## src/rtl/sprite_store.sv

```systemverilog
// Double-buffered sprite pixel store.
// The renderer reads the front bank through a registered read port. The loader
// fills the back bank pixel by pixel in row-major order. A completed image waits
// in PEND and becomes the front bank only at a frame boundary, so the renderer
// never shows a half-written sprite.
module sprite_store #(
   parameter int WIDTH     = 8,
   parameter int HEIGHT    = 8,
   parameter int COLR_BITS = 4,
   parameter int ADDRW     = 6
) (
   input  logic                 clk,
   input  logic                 rst,
   input  logic                 replay,
   input  logic                 load_start,
   input  logic                 wr_valid,
   input  logic [COLR_BITS-1:0] wr_data,
   output logic                 wr_ready,
   input  logic                 frame_end,
   input  logic [ADDRW-1:0]     pos,
   output logic [COLR_BITS-1:0] data_out,
   output logic                 load_done,
   output logic                 swapped,
   output logic                 pending
);

   localparam int DEPTH = WIDTH * HEIGHT;
   // Index width of the bank arrays; the upper address bits are covered by the range checks
   localparam int IW = (DEPTH > 1) ? $clog2(DEPTH) : 1;
   localparam logic [ADDRW:0]   DEPTH_C = (ADDRW+1)'(DEPTH);
   localparam logic [ADDRW-1:0] LAST_C  = ADDRW'(DEPTH - 1);

   typedef enum logic [1:0] {
      S_IDLE,
      S_LOAD,
      S_PEND,
      S_SWAP
   } state_t;

   state_t                 state_q, state_d;
   logic                   fb_q, fb_d;
   logic [ADDRW-1:0]       wa_q, wa_d;
   logic                   load_done_q, load_done_d;
   logic [COLR_BITS-1:0]   data_out_q;
   logic                   wr_en;

   logic [COLR_BITS-1:0]   bank0 [DEPTH];
   logic [COLR_BITS-1:0]   bank1 [DEPTH];

   // Control registers: state, front-bank select, write address, done pulse
   always_ff @(posedge clk or negedge rst) begin
      if (!rst) begin
         state_q     <= S_IDLE;
         fb_q        <= 1'b0;
         wa_q        <= '0;
         load_done_q <= 1'b0;
      end else begin
         state_q     <= state_d;
         fb_q        <= fb_d;
         wa_q        <= wa_d;
         load_done_q <= load_done_d;
      end
   end

   // Next-state logic; replay overrides everything but leaves the bank select alone
   always_comb begin
      state_d     = state_q;
      fb_d        = fb_q;
      wa_d        = wa_q;
      load_done_d = 1'b0;
      wr_en       = 1'b0;
      case (state_q)
         S_IDLE: begin
            if (load_start) begin
               state_d = S_LOAD;
               wa_d    = '0;
            end
         end
         S_LOAD: begin
            if (wr_valid) begin
               wr_en = 1'b1;
               if (wa_q == LAST_C) begin
                  state_d     = S_PEND;
                  wa_d        = '0;
                  load_done_d = 1'b1;
               end else begin
                  wa_d = wa_q + 1'b1;
               end
            end
         end
         S_PEND: begin
            // A fresh load discards the waiting image, even on a frame boundary
            if (load_start) begin
               state_d = S_LOAD;
               wa_d    = '0;
            end else if (frame_end) begin
               state_d = S_SWAP;
            end
         end
         S_SWAP: begin
            fb_d    = ~fb_q;
            state_d = S_IDLE;
         end
         default: state_d = S_IDLE;
      endcase
      if (replay) begin
         state_d     = S_IDLE;
         fb_d        = fb_q;
         wa_d        = '0;
         load_done_d = 1'b0;
         wr_en       = 1'b0;
      end
   end

   // Back-bank pixel write; bank contents survive reset and replay
   always_ff @(posedge clk) begin
      if (wr_en) begin
         if (fb_q) bank0[wa_q[IW-1:0]] <= wr_data;
         else      bank1[wa_q[IW-1:0]] <= wr_data;
      end
   end

   // Registered front-bank read; addresses beyond the sprite read as transparent zero
   always_ff @(posedge clk or negedge rst) begin
      if (!rst) begin
         data_out_q <= '0;
      end else if ({1'b0, pos} < DEPTH_C) begin
         data_out_q <= fb_q ? bank1[pos[IW-1:0]] : bank0[pos[IW-1:0]];
      end else begin
         data_out_q <= '0;
      end
   end

   assign wr_ready  = (state_q == S_LOAD);
   assign pending   = (state_q == S_PEND);
   assign swapped   = (state_q == S_SWAP);
   assign load_done = load_done_q;
   assign data_out  = data_out_q;

endmodule
```

## config.mk

```make
export PLATFORM = sky130hd
export DESIGN_NAME = sprite_store
export DESIGN_NICKNAME = d
export VERILOG_FILES = /design/src/rtl/sprite_store.sv
export SDC_FILE = /design/constraint.sdc
export NUM_CORES = 1
export LEC_CHECK = 0
export ABC_AREA = 0
export CAP_MARGIN = 5
export CORE_MARGIN = 1
export CORE_UTILIZATION = 46
export CTS_BUF_LIST = sky130_fd_sc_hd__clkbuf_8
export DETAILED_ROUTE_END_ITERATION = 12
export PLACE_DENSITY_LB_ADDON = 0.2
export SYNTH_ARGS = -nofsm -noshare
export SYNTH_HDL_FRONTEND = slang
export SYNTH_SLANG_ARGS = --single-unit
```

## constraint.sdc

```tcl
create_clock -name clk -period 2.95 [get_ports clk]
set_input_delay 0.295 -clock clk [delete_from_list [all_inputs] [get_ports clk]]
set_output_delay 0.295 -clock clk [all_outputs]
set_load 0.01 [all_outputs]
```

==> results of run 1 <==
[area by class of cell]
type	count	area (sq um)	area share
Sequential cell	526	15700	0.666
Multi-Input combinational cell	380	4810	0.204
Clock buffer	93	1280	0.0542
Tap cell	592	741	0.0314
Timing Repair Buffer	68	724	0.0307
Clock inverter	59	307	0.0130
Inverter	2	7.51	0.000318
Antenna cell	1	2.50	0.000106
[stage by stage]
stage / hold WS (ns) / instance area [sq um] / util / cells
floorplan: -0.000591 / 20800 / - / 965
global placement: 0.691 / 22000 / 0.496 / 1568
detailed placement: 0.710 / 22000 / 0.496 / 1568
CTS: 0.0816 / 23600 / 0.531 / 1720
global route: 0.131 / 23600 / 0.531 / 1720
finish: 0.104 / 23600 / 0.531 / 1721
[per-layer routing]
| metal | GRT usage | vias up | wire length (um) |
|---|---|---|---|
| met5 | 0 | - | 0 |
| li1 | - | 4216 | - |
| met2 | 0.312 | 311 | 21600 |
| met3 | 0.0382 | 73 | 2600 |
| met4 | 0.0662 | 0 | 876 |
| met1 | 0.297 | 5283 | 20200 |
[worst paths after layout]
kind                       cells past startpoint      endpoint  slack (ns)
max in group asynchronous                      1   data_out[1]        2.35
min in group clk                               1  bank0[38][3]        0.17
min                                            1    state_q[1]        0.10
min reg2reg                                    1          fb_q        0.71
max reg2reg                                    6  bank0[35][0]        0.42
max                                            6  bank0[35][0]        0.42
[flip-flops by register name, indices dropped and copies added (netlist names)]
| signal | count |
|---|---|
| bank0 | 256 |
| wa_q | 6 |
| fb_q | 1 |
| bank1 | 256 |
| state_q | 2 |
| data_out | 4 |
| load_done | 1 |
[synthesized netlist by cell type, types with 5 or more instances]
cell type and n:
edfxtp_1 512, mux4_2 168, nor2_1 129, clkbuf_1 26, buf_1 17, dfrtp_1 14, nand3_1 12, buf_2 11
nand2_1 10, nand3b_1 8, mux2_2 6, nand2b_1 6, nor2b_1 5
[power groups by stage]
stage | combinational [mW] | sequential (mW) | clock, mW
after floorplan | 0.532 | 8.43 | 0
after global placement | 0.910 | 8.48 | 0
after detailed placement | 0.919 | 8.48 | 0
after CTS | 0.921 | 8.32 | 6.03
after global routing | 0.964 | 8.33 | 6.35
final | 0.905 | 8.33 | 5.90
[kinds of logic after synthesis]
group / count (synthesis) / synth area share
flops: 526 / 0.757
simple gates: 190 / 0.0403
mux: 175 / 0.186
buf+inv: 59 / 0.0119
compound gates: 13 / 0.00433
xor+xnor: 1 / 0.000422
fa+ha+maj: 1 / 0.000602
[worst max-delay path, stage by stage (launching register included)]
cell and delay [ns]:
dfrtp_1 0.50, nand3b_1 0.26, nor3b_1 0.25, buf_4 0.20, nand3_1 0.30, buf_4 0.30, nor2_1 0.35
==> results.yml, run 1 <==
placed_design:
  preCtsSetupSlack_ns: 0.0449
  dp_hpwl_mm: 28.5
  portBuffers: 23
  gp_congestion: 0.805
detailed_routing:
  drt_iter0_drc: 1023
  drt_pass1_iterations: 5
  drt-wirelength-per-cell_um: 26.3
  vias: 9883
  post-route-drc-count: 0
  vias_per_cell: 5.74
  wl_mm: 45.2
  ant_nets: 0
global_routing:
  grt_usage: 0.203
  grt_pass1_wl_mm: 67.7
  first_global_vias: 10308
  antenna_found_initial: 0
  grt_max_degree: 77
  grt-ovfl-total: 0
power:
  irDropWorstVdd_mv: 0.376
  power_switching_mw: 3.37
  p_int_mw: 11.8
  power_mw: 15.1
  power_density_nw_per_um2: 641
  pwr-share-clk: 0.390
  power_frac_seq: 0.550
  p_sw_frac: 0.223
  p_leak_nw: 7.39
  p_comb_frac: 0.060
sta:
  max_freq_ghz: 0.396
  slew_headroom: 0.469
  fin_crit_sh: 0.857
  clock_skew_ns: 0.0397
  tightest_slew_ns: 0.794
  tns_ns: 0
  fin_crit_ns: 2.53
  setup-violations-final: 0
  setup_slack_ns: 0.422
  hold_viol_final: 0
  rsz0062_at_grt: "false"
  slew_viol_final: 0
die:
  start_util: 0.468
  core-area_sq_um: 44400
  num_io_pins: 24
  die-area_sq_um: 46000
  dieWidth_um: 215
  fp.dieH_um: 215
  core.rowCount: 77
setup_path:
  startpoint: "state_q[0]"
  reg2reg_from: "state_q[0]"
  critPathCaptureType: "flop"
  required_ns: 3.24
  cp.arrival_ns: 2.82
  cp_max_fo: 11
  crit_path_start_kind: "flop"
  critical_path_class: "reg2reg"
synth:
  yosysTopAreaCell: "edfxtp_1"
  netlist.area_leader.share: 0.740
  synthArstFlopShare: 0.0266
  netlist_top_cells_area: "edfxtp_1 (74%), mux4_2 (18%), nor2_1 (2.3%)"
  synth_edf_count: 512
  synth.distinct_cells: 34
  yosysWarningCount: 0
  synth_seq_cells: 526
  syn_area_sq_um: 20800
  syn_nets: 982
  ys_seq_area_frac: 0.757
  syn_avg_cell_area_sq_um: 21.5
  synth_flop_cell: "edfxtp_1"
  syn_inst: 965
cts:
  htreeDepth: 3
  clk_latency_ns: 0.65
  root_buffer: "clkbuf_8"
  hold_buffers: 0
  cts_sinks: 526
  cts_made_buffers: 85
  cts_tree: "yes"
  cts_buffer_depth: 3
  cts_setup_buffers: 0
  cts_resized: 0
  clk_pin_slew_ns: 0.06
layout:
  area_growth_pct: 13.5
  final_cell_mix: "edfxtp_1 (512), mux4_2 (168), nor2_1 (129)"
  nets: 1080
  fillers: 3470
  layout_commonest_cell: "edfxtp_1"
  drive_gt1_frac: 0.303
min_path:
  hp-class: "in2async"
flow_run:
  maxCapViolCount: 0
run_status:
  outcome: "finished, final reports clean"
No activity file was read; power rests on OpenSTA's default activity.
==> run 2: changes to the inputs <==
--- a/config.mk
+++ b/config.mk
@@ -7,6 +7,8 @@
 export LEC_CHECK = 0
 export ABC_AREA = 0
 export CAP_MARGIN = 5
+export CELL_PAD_IN_SITES_DETAIL_PLACEMENT = 0
+export CELL_PAD_IN_SITES_GLOBAL_PLACEMENT = 1
 export CORE_MARGIN = 1
 export CORE_UTILIZATION = 46
 export CTS_BUF_LIST = sky130_fd_sc_hd__clkbuf_8
==> run 2 against run 1 <==
Cell count shrank 0.35%. Largest cell class unchanged. Utilization shrank 0.16 points. Count of clock-buffer cells in the layout shrank 8. Die area is the same. Critical path depth shrank 1. First-iteration DRC count shrank 15%. Setup slack gained 0.031 ns. Final area shrank 0.30%. Wire length shrank 0.60%. Power shrank 0.32%.
==> results.yml, run 2 (synthesis gave the netlist of run 1 again) <==
run_status:
  outcome: "finished, final reports clean"
global_routing:
  grt-ovfl-total: 0
  grt_max_degree: 67
  grt_usage: 0.205
  grt_pass1_wl_mm: 68.1
  first_global_vias: 10540
  antenna_found_initial: 1
sta:
  tightest_slew_ns: 0.824
  tns_ns: 0
  setup-violations-final: 0
  slew_viol_final: 0
  hold_viol_final: 0
  slew_headroom: 0.449
  rsz0062_at_grt: "false"
  fin_crit_ns: 2.50
  fin_crit_sh: 0.847
  max_freq_ghz: 0.400
  clock_skew_ns: 0.0278
cts:
  cts_sinks: 526
  clk_pin_slew_ns: 0.06
  cts_setup_buffers: 0
  htreeDepth: 3
  cts_buffer_depth: 3
  hold_buffers: 0
  clk_latency_ns: 0.65
  root_buffer: "clkbuf_8"
  cts_made_buffers: 84
  cts_tree: "yes"
  cts_resized: 0
setup_path:
  cp_top_family: "simple AND/OR/NAND/NOR gates"
  cp.arrival_ns: 2.78
  critPathCaptureType: "flop"
  crit_buf_inv: 1
  critical_path_class: "reg2reg"
  reg2reg_depth: 5
  reg2reg_from: "state_q[0]"
  critPathSlowestCell: "dfrtp_1"
  cp_max_fo: 11
  path_cells: "nand3b_1 -> nor3b_1 -> buf_4 -> nand2_1 -> nor2_1"
  required_ns: 3.23
  startpoint: "state_q[0]"
  cpPeakStageDelay_ns: 0.52
  rr_endpoint: "bank0[38][0]"
  reg2reg_slack_ns: 0.45
  crit_path_start_kind: "flop"
die:
  core.rowCount: 77
  dieWidth_um: 215
  fp.dieH_um: 215
  num_io_pins: 24
  die-area_sq_um: 46000
  start_util: 0.468
  core-area_sq_um: 44400
detailed_routing:
  drt_pass1_iterations: 5
  vias: 9735
  wl_mm: 44.9
  post-route-drc-count: 0
  ant_nets: 0
  drt-wirelength-per-cell_um: 26.2
  drt_iter0_drc: 872
  vias_per_cell: 5.68
layout:
  stdcell_count: 1715
  area_growth_pct: 13.2
  layout_commonest_cell: "edfxtp_1"
  utilization: 0.530
  drive_gt1_frac: 0.296
  final_cell_mix: "edfxtp_1 (512), mux4_2 (168), nor2_1 (129)"
  design_area_sq_um: 23500
  nets: 1074
  antenna_cells: 0
  fillers: 3434
flow_run:
  maxCapViolCount: 0
min_path:
  hp-class: "in2async"
placed_design:
  dp_hpwl_mm: 28.7
  placed_area_sq_um: 22000
  portBuffers: 23
  dp.cells: 1563
  gp_congestion: 0.772
power:
  power_density_nw_per_um2: 641
  p_leak_nw: 7.34
  irDropWorstVdd_mv: 0.388
[run 2: changes by cell type in the layout (fill, tap and decap cells not counted)]
cell,previous run,this run
buf_4,36,32
clkinv_2,13,11
diode_2,1,0
buf_12,14,13
clkinv_1,15,20
bufinv_16,2,4
clkbuf_8,94,86
inv_6,1,2
clkinvlp_4,3,5
[run 2: metrics by stage]
step / power, mW / setup WS [ns] / hold slack, ns
3_5_place_dp: 9.41 / 0.122 / 0.689
5_1_grt: 15.6 / 0.171 / 0.0978
6_report: 15.1 / 0.452 / 0.118
4_1_cts: 15.3 / 0.425 / 0.0685
3_3_place_gp: 9.40 / 0.121 / 0.671
2_1_floorplan: 8.96 / 0.352 / -0.000591
[run 2: final cells by class]
cell class | count | area, sq um | share of cell area
clock inverters | 67 | 399 | 0.0170
repair buffers | 63 | 674 | 0.0287
multi-input cells | 380 | 4810 | 0.204
well taps | 592 | 741 | 0.0315
clock buffers | 85 | 1170 | 0.0497
inverters | 2 | 7.51 | 0.000319
flip-flops and latches | 526 | 15700 | 0.668
[run 2: routing by layer]
layer	global-route usage	up-vias	wire, um	part of all wire
li1	-	4198	-	-
met1	0.296	5170	20100	0.45
met2	0.318	309	21600	0.48
met3	0.0367	58	2430	0.054
met4	0.0660	0	838	0.019
met5	0	-	0	0
[run 2: worst max-delay path by stage]
stage                     slack, ns  cells past startpoint           end
after floorplan                0.35                      6   data_out[0]
after global placement         0.12                      6   data_out[1]
after detailed placement       0.12                      6   data_out[1]
after CTS                      0.42                      5  bank0[38][0]
after global routing           0.17                      5  bank0[42][1]
final                          0.45                      5  bank0[38][0]
[run 2: power by group]
group / internal (mW) / switching, mW / leakage (nW)
registers: 8.24 / 0.0895 / 4.78
logic: 0.438 / 0.461 / 1.67
clock network: 3.05 / 2.80 / 0.885
total: 11.7 / 3.35 / 7.34
